[src/rtl/alu_seq.sv]
// Registered ALU with valid/ready handshake; shifts and rotates run bit-serially.
// state | meaning: IDLE = accepts requests, single-cycle ops finish here; SHIFT = moving one bit per cycle.
module alu_seq #(
    parameter int WIDTH      = 8,
    parameter int SH_CYC_MAX = WIDTH
) (
    input  logic             clk,
    input  logic             rst_n,
    input  logic             in_valid,
    output logic             in_ready,
    input  logic [3:0]       op,
    input  logic [WIDTH-1:0] input_a,
    input  logic [WIDTH-1:0] input_b,
    output logic             out_valid,
    input  logic             out_ready,
    output logic [WIDTH-1:0] out,
    output logic             flag_z,
    output logic             flag_c,
    output logic             flag_n,
    output logic             flag_err
);

    localparam int CW = $clog2(SH_CYC_MAX + 1);
    localparam int XW = (WIDTH > CW) ? WIDTH : CW;

    localparam logic [3:0] OP_PASS = 4'd0;
    localparam logic [3:0] OP_SUB  = 4'd1;
    localparam logic [3:0] OP_OR   = 4'd2;
    localparam logic [3:0] OP_XOR  = 4'd3;
    localparam logic [3:0] OP_ADD  = 4'd4;
    localparam logic [3:0] OP_SHL  = 4'd5;
    localparam logic [3:0] OP_SHR  = 4'd6;
    localparam logic [3:0] OP_AND  = 4'd7;
    localparam logic [3:0] OP_ROL  = 4'd8;
    localparam logic [3:0] OP_ROR  = 4'd9;

    localparam logic [1:0] K_SHL = 2'd0;
    localparam logic [1:0] K_SHR = 2'd1;
    localparam logic [1:0] K_ROL = 2'd2;
    localparam logic [1:0] K_ROR = 2'd3;

    typedef enum logic {IDLE, SHIFT} state_t;

    state_t           state;
    logic [WIDTH-1:0] work;
    logic [CW-1:0]    cnt;
    logic [1:0]       sh_kind;

    logic             accept;
    logic [WIDTH:0]   sum;
    logic [WIDTH:0]   diff;
    logic [WIDTH-1:0] sc_res;
    logic             sc_c;
    logic             sc_err;
    logic             is_shift;
    logic [1:0]       op_kind;
    logic [CW-1:0]    n_sel;
    logic [WIDTH-1:0] step_res;
    logic             step_c;

    assign in_ready = (state == IDLE) && (!out_valid || out_ready);
    assign accept   = in_valid && in_ready;

    always_comb begin
        sum    = {1'b0, input_a} + {1'b0, input_b};
        diff   = {1'b0, input_a} - {1'b0, input_b};
        sc_res = '0;
        sc_c   = 1'b0;
        sc_err = 1'b0;
        case (op)
            OP_PASS: sc_res = input_a;
            OP_SUB: begin
                sc_res = diff[WIDTH-1:0];
                sc_c   = diff[WIDTH];
            end
            OP_OR:   sc_res = input_a | input_b;
            OP_XOR:  sc_res = input_a ^ input_b;
            OP_ADD: begin
                sc_res = sum[WIDTH-1:0];
                sc_c   = sum[WIDTH];
            end
            OP_AND:  sc_res = input_a & input_b;
            // A zero shift count completes immediately with A unchanged.
            OP_SHL, OP_SHR, OP_ROL, OP_ROR: sc_res = input_a;
            default: sc_err = 1'b1;
        endcase
    end

    always_comb begin
        is_shift = 1'b0;
        op_kind  = K_SHL;
        case (op)
            OP_SHL: begin is_shift = 1'b1; op_kind = K_SHL; end
            OP_SHR: begin is_shift = 1'b1; op_kind = K_SHR; end
            OP_ROL: begin is_shift = 1'b1; op_kind = K_ROL; end
            OP_ROR: begin is_shift = 1'b1; op_kind = K_ROR; end
            default: begin is_shift = 1'b0; op_kind = K_SHL; end
        endcase
        n_sel = (XW'(input_b) >= XW'(SH_CYC_MAX)) ? CW'(SH_CYC_MAX) : CW'(input_b);
    end

    always_comb begin
        step_res = work;
        step_c   = 1'b0;
        case (sh_kind)
            K_SHL: begin
                step_res = {work[WIDTH-2:0], 1'b0};
                step_c   = work[WIDTH-1];
            end
            K_SHR: begin
                step_res = {work[WIDTH-1], work[WIDTH-1:1]};
                step_c   = work[0];
            end
            K_ROL: begin
                step_res = {work[WIDTH-2:0], work[WIDTH-1]};
                step_c   = work[WIDTH-1];
            end
            K_ROR: begin
                step_res = {work[0], work[WIDTH-1:1]};
                step_c   = work[0];
            end
            default: begin
                step_res = work;
                step_c   = 1'b0;
            end
        endcase
    end

    always_ff @(posedge clk or negedge rst_n) begin
        if (!rst_n) begin
            state     <= IDLE;
            work      <= '0;
            cnt       <= '0;
            sh_kind   <= K_SHL;
            out       <= '0;
            out_valid <= 1'b0;
            flag_z    <= 1'b0;
            flag_c    <= 1'b0;
            flag_n    <= 1'b0;
            flag_err  <= 1'b0;
        end else begin
            if (out_valid && out_ready)
                out_valid <= 1'b0;
            case (state)
                IDLE: begin
                    if (accept) begin
                        if (is_shift && (n_sel != '0)) begin
                            work    <= input_a;
                            cnt     <= n_sel;
                            sh_kind <= op_kind;
                            state   <= SHIFT;
                        end else begin
                            out       <= sc_res;
                            flag_z    <= (sc_res == '0);
                            flag_c    <= sc_c;
                            flag_n    <= sc_res[WIDTH-1];
                            flag_err  <= sc_err;
                            out_valid <= 1'b1;
                        end
                    end
                end
                SHIFT: begin
                    work <= step_res;
                    cnt  <= cnt - CW'(1);
                    // The last step publishes directly, giving n+1 cycles of latency.
                    if (cnt == CW'(1)) begin
                        out       <= step_res;
                        flag_z    <= (step_res == '0);
                        flag_c    <= step_c;
                        flag_n    <= step_res[WIDTH-1];
                        flag_err  <= 1'b0;
                        out_valid <= 1'b1;
                        state     <= IDLE;
                    end
                end
                default: state <= IDLE;
            endcase
        end
    end

endmodule

[config.mk]
export PLATFORM = sky130hd
export DESIGN_NAME = alu_seq
export DESIGN_NICKNAME = d
export VERILOG_FILES = /design/src/rtl/alu_seq.sv
export SDC_FILE = /design/constraint.sdc
export NUM_CORES = 1
export LEC_CHECK = 0
export ABC_CLOCK_PERIOD_IN_PS = 2300
export BUFFER_PORTS_ARGS = -buffer_cell sky130_fd_sc_hd__clkbuf_2
export CORE_UTILIZATION = 59
export DETAILED_ROUTE_END_ITERATION = 10
export GPL_ROUTABILITY_DRIVEN = 0
export PLACE_DENSITY = 0.85
export SYNTH_ARGS = -nofsm -noshare
export SYNTH_HDL_FRONTEND = slang
export SYNTH_SLANG_ARGS = --single-unit
[constraint.sdc]
create_clock -name clk -period 2.3 [get_ports clk]
set_clock_uncertainty 0.2 [all_clocks]
set_input_delay 0.575 -clock clk [delete_from_list [all_inputs] [get_ports clk]]
set_output_delay 0.575 -clock clk [all_outputs]
set_load 0.01 [all_outputs]
Word-level counts from Yosys, hierarchy flattened --
Cells that the tools add are included.
Word-level totals: register bits after elaboration 28, input bits 24, output and inout port bits 14, word-level logic and storage cells 97
Operators by class: add/sub/neg operators 3, magnitude comparators 1, equality and inequality tests 17, multiplexer cells 43, bitwise operators 4, reduce and logical (&&, ||, !) cells 19
Operators with widths (number):
- $pmux 8 s6 | 1
- $mux 8 | 5
- $pmux 8 s2 | 2
- $pmux 8 s4 | 1
- $mux 1 | 21
- $eq 4x3->1 const B | 4
- $logic_not 8->1 | 2
- $pmux 1 s2 | 8
- $mux 4 | 3
- $reduce_or 10->1 | 1
- $add 8x8->9 | 1
- $sub 8x8->9 | 1
- $and 8x8->8 | 1
- $eq 4x1->1 const B | 2
- $eq 4x2->1 const B | 2
- $eq 4x4->1 const B | 2
- $ge 8x4->1 const B | 1
- $or 8x8->8 | 1
- $pmux 4 s2 | 1
- $xor 8x8->8 | 1
- $pmux 2 s3 | 1
- $reduce_and 3->1 | 2
- $reduce_or 5->1 | 1
- $eq 2x2->1 const B | 2
- 14 further kinds | 20

Logic depth before layout (Yosys ltp) --
depth after elaboration 7, depth in mapped cells 11

Worst setup path before layout --
No wires, ideal clock.
path kind input-to-reg, start input port input_b[1], end register out[7], setup time 0.121 ns, arrival 2.392 ns, data required time 1.979 ns, path slack -0.413 ns, stages 9, path buffers 0, path through inv_1 ha_1 o21ba_2 or4_4 a211oi_1 nor4_1 nor4b_2 nor2_1 o22a_1
Between the ends: longest elaborated chain between the ends 6, elaborated cells on any way between the ends 12, those cells by class add/sub: 2; order compare: 1; eq/ne: 1; mux: 5; reduce/logical: 3
Ends and longest elaborated chain:
- start, declared | line 13 | input logic [WIDTH-1:0] input_b,
- branches (longest 6 deep; another with $add 8x8->9)
- end signal, assigned | line 153 | out <= sc_res;
- end signal, assigned | line 167 | out <= step_res;
- end, declared | line 16 | output logic [WIDTH-1:0] out,
Several ways; the timed one is not identified. The select of a mux whose other input is x is not followed. A chain may end at the register's enable or synchronous reset.

Worst setup path after layout --
start input port input_b[2], end register flag_c
Between the ends: longest elaborated chain between the ends 6, elaborated cells on any way between the ends 12, those cells by class add/sub: 2; order compare: 1; eq/ne: 1; mux: 5; reduce/logical: 3
Ends and longest elaborated chain:
- $ge 8x4->1 | line 99 | n_sel = (XW'(input_b) >= XW'(SH_CYC_MAX)) ? CW'(SH_CYC_MAX) : CW'(input_b);
- $mux 4 | line 99
- $reduce_bool 4->1 | line 147 | if (is_shift && (n_sel != '0)) begin
- $logic_and 1x1->1 | line 147
- $ne 2x2->1 (no source line)
- $reduce_and 3->1 (no source line)
- end signal, assigned | line 169 | flag_c <= step_c;
- end, declared | line 18 | output logic flag_c,
Several ways; a longest one is shown, not always the timed one. The select of a mux whose other input is x is not followed.

==> impl_summary.log <==
[metrics] result of the run: finished with violations
[metrics] violated checks: DRC, setup timing
[metrics] width of the die: roughly 70 microns
[metrics] largest fanout on the critical path: 5
[metrics] cell area after synthesis: approximately 2800 sq um
[metrics] floorplan die area: approximately 5000 sq um
[metrics] period utilization: 128%
[metrics] Buffers on Ports: 37
[metrics] CORE AREA: approximately 4400 sq um
[metrics] routing usage on met3: under 10%
[metrics] register area share after synthesis: roughly 24%
[metrics] Antenna Violating Nets Remaining: 0
[metrics] number of nets produced by synthesis: 391
[metrics] hold buffer count at CTS: 0
[metrics] fraction of layout cells with a size suffix above 1: 44.6%
[metrics] post-synthesis cell type with the largest combined area: sky130_fd_sc_hd__dfrtp_1
[metrics] vertical die dimension: 70.5 microns
[metrics] cell area after layout: approximately 4100 sq um
[metrics] Initial DRT Pass Iterations: 8
[metrics] Clock Root Buffer: sky130_fd_sc_hd__clkbuf_8
[metrics] Power Density: a little over 800 nW/um^2
[metrics] overall overflow remaining after global route: 0
[metrics] Static Leakage: roughly 0.0019 uW
[metrics] Initial Utilization: a little over 60%
[metrics] Ant. Diodes: 0
[metrics] hold violation total from the final report: 0
[metrics] kind of start point of the critical path: input port
[metrics] fraction of met1 tracks used by global routing: a little under half
[metrics] top post-synthesis cells by area: sky130_fd_sc_hd__dfrtp_1 24%, sky130_fd_sc_hd__ha_1 12%, sky130_fd_sc_hd__mux2i_1 4.7%, sky130_fd_sc_hd__nand2_1 4.6%, sky130_fd_sc_hd__a21oi_1 4.5%
[metrics] largest stage delay on the critical path: around 510 ps
[metrics] most used routing layer: met2
[metrics] post-place instance area: 3560 sq um
[metrics] number of DRC violations after detailed routing: 7
[metrics] via count: around 3500
[metrics] highest clock rate: about 340 MHz
[metrics] share of flip-flops with an asynchronous set or reset after synthesis: 100%
[metrics] number of enable-type register cells in the synthesized netlist: 0
[metrics] Syn Inst Count: between 300 and 400
[metrics] number of flip-flops and latches in the synthesized netlist: 27
[metrics] total length of routed wires: around 12 mm
[metrics] final-report max-slew violation count: 0
[metrics] maximum number of buffers from clock root to sink: 2
[metrics] Warnings, synthesis: 0
[metrics] sum of negative setup slack: -2450 ps
[metrics] number of library cell types mapped by synthesis: about 60
[metrics] ports placed on the boundary: 38
[metrics] total power after layout: ~3300 uW
[metrics] leading cell types by count after synthesis: 34 x sky130_fd_sc_hd__nand2_1, 29 x sky130_fd_sc_hd__inv_1, 29 x sky130_fd_sc_hd__nor2_1
[metrics] actual slew at the worst max-slew pin: approximately 730 ps
[metrics] cell with the largest stage delay on the worst path: sky130_fd_sc_hd__a2111oi_2
[metrics] largest net degree at the start of global routing: 28
[metrics] Slew HR: 51.3%
[metrics] via count of the first global-routing pass: between 3000 and 4000
[metrics] number of rows in the core area: 24
[metrics] clock buffers created by TritonCTS: 3
[metrics] fraction of synthesized cell area taken by the top area cell type: 24.4%
[metrics] Req. time, crit path: 2200 ps
[metrics] initial antenna violation count: 0
[metrics] TritonCTS Sinks: 27
[metrics] setup ws final: -654 ps
[metrics] area growth from synthesis to layout: 46.7%
[metrics] routed length per instance: 23.6 microns
[metrics] largest vdd supply drop: approximately 0.9 mV
[metrics] wire length of the first global-routing pass: around 15 mm
[metrics] vias per std cell: between 6 and 7
[metrics] category of the critical setup timing path: input port to flip-flop
[metrics] most frequently used flop master after synthesis: sky130_fd_sc_hd__dfrtp_1
[metrics] count of routing violations after the opening detailed-route iteration: 427
[metrics] clock latency at the later pin of the worst-skew pair: 280 ps
[metrics] DP Wirelength: approximately 6.6 mm
[metrics] GR Util All Layers: between 40% and 50%
[metrics] setup repair after global routing missed its margin: true
[metrics] H-Tree Depth: 1
[metrics] clock tree from TritonCTS: done
[metrics] average instance area after synthesis: a little over 8 sq um
[metrics] net total in the final layout: ~500
[metrics] path type of the worst min-delay path: input port to asynchronous set/reset pin
[metrics] arrival time of the worst setup path: 2860 ps
[metrics] CP dominant cell by count: sky130_fd_sc_hd__a21oi_1
[metrics] post-place setup slack: -622 ps
[metrics] ordered list of cells on the worst path: clkbuf_2 > buf_4 > ha_1 > a21oi_1 > a21oi_1 > o21a_1 > o211ai_1 > o21ai_1 > a2111oi_2 > o22ai_1
[metrics] clock-pin slew of the registers on the worst-case setup and hold paths: ~100 ps
[metrics] most common cell in the synthesized netlist: sky130_fd_sc_hd__nand2_1
[metrics] endpoint class of the critical path: flip-flop
[metrics] met2 routing resource usage after global routing: 69.7%
[metrics] Final setup viols: 17
[metrics] Max Cap Viol: 0
[metrics] minimum clock period after layout: between 2000 and 3000 ps
-- flip-flops by register name, summed over array words and instances (netlist names) --
name       count
out_valid      1
flag_c         1
sh_kind        2
out            8
work           8
cnt            4
flag_err       1
flag_z         1
state          1
-- layout make-up --
| class | instances | area (sq um) |
|---|---|---|
| Multi-Input combinational cell | 262 | 2180 |
| Timing Repair Buffer | 129 | 968 |
| Sequential cell | 27 | 676 |
| Fill cell | 183 | 388 |
| Inverter | 29 | 120 |
| Tap cell | 52 | 65.1 |
| Clock buffer | 3 | 41.3 |
| Clock inverter | 1 | 5.00 |
-- kinds of logic (layout without fill, tap and decap cells) --
group,Yosys count,after routing,synth area share [%]
AOI/OAI and AO/OA,98,98,23.9
DFF,27,27,24.4
muxes,24,24,9.19
xor gates and xnor gates,6,6,1.90
and+or+nand+nor,106,106,19.1
adders and majority gates,28,28,13.2
buffers and inverters,50,162,8.28
-- worst paths after layout --
path	end	cells past startpoint	from	slack [ps]
max	flag_c	10	input_b[2]	-650
min	sh_kind[0]	1	rst_n	130
max reg2reg	flag_c	7	out_valid	80
min reg2reg	cnt[3]	1	cnt[3]	300
max in group asynchronous	work[7]	1	rst_n	1300
min in group clk	cnt[3]	1	cnt[3]	300
-- placed cells by master, fill, tap and decap left out, types with 3 or more instances in the layout --
cell and instances:
sky130_fd_sc_hd__o211ai_1 9, sky130_fd_sc_hd__xnor2_1 3, sky130_fd_sc_hd__nand4b_1 3, sky130_fd_sc_hd__nor2b_1 3
sky130_fd_sc_hd__inv_1 23, sky130_fd_sc_hd__xor2_1 3, sky130_fd_sc_hd__buf_6 10, sky130_fd_sc_hd__mux2_2 7
sky130_fd_sc_hd__clkbuf_2 31, sky130_fd_sc_hd__nor2_1 27, sky130_fd_sc_hd__dfrtp_1 27, sky130_fd_sc_hd__nand2_2 3
sky130_fd_sc_hd__a21oi_1 19, sky130_fd_sc_hd__nand3_1 5, sky130_fd_sc_hd__o21ai_0 12, sky130_fd_sc_hd__nor3_1 7
sky130_fd_sc_hd__mux2_4 4, sky130_fd_sc_hd__a21o_1 4, sky130_fd_sc_hd__a22o_1 3, sky130_fd_sc_hd__mux2i_1 13
sky130_fd_sc_hd__ha_4 7, sky130_fd_sc_hd__o21ai_1 7, sky130_fd_sc_hd__inv_2 4, sky130_fd_sc_hd__ha_1 19
sky130_fd_sc_hd__nand2_1 29, sky130_fd_sc_hd__clkbuf_8 3, sky130_fd_sc_hd__and2_1 3, sky130_fd_sc_hd__buf_4 84
sky130_fd_sc_hd__a21oi_2 7, sky130_fd_sc_hd__buf_8 3
-- report_power, final --
group	switching, uW	total, uW	internal [uW]
sequential	288	993	704
combinational	1130	2060	925
clock	159	280	122
total	1580	3330	1750
-- what timing repair did --
item | in CTS | in global routing
pin swaps | 19 | 25
setup endpoints to repair | 19 | 23
gates resized for setup | 36 | 53
setup buffers | 5 | 8
-- critical path, delay by kind of cell --
| kind | cells | cell delay (ps) |
|---|---|---|
| adders and majority gates | 1 | 270 |
| AOI/OAI and AO/OA | 7 | 1730 |
| buffers and inverters | 2 | 280 |
-- through the flow --
stage               hold slack (ps)  cells  utilization, %
detailed placement              291    488            80.1
global placement                279    488            80.1
global route                    166    503            91.3
finish                          135    503            91.3
floorplan                      79.4    339               -
CTS                             142    497            85.8
-- per-layer routing --
metal	up-vias	share of wire (%)
li1	1445	-
met1	1562	34
met2	331	46
met3	130	11
met4	0	9.5
met5	-	0
(Power assumes the default switching activity.)
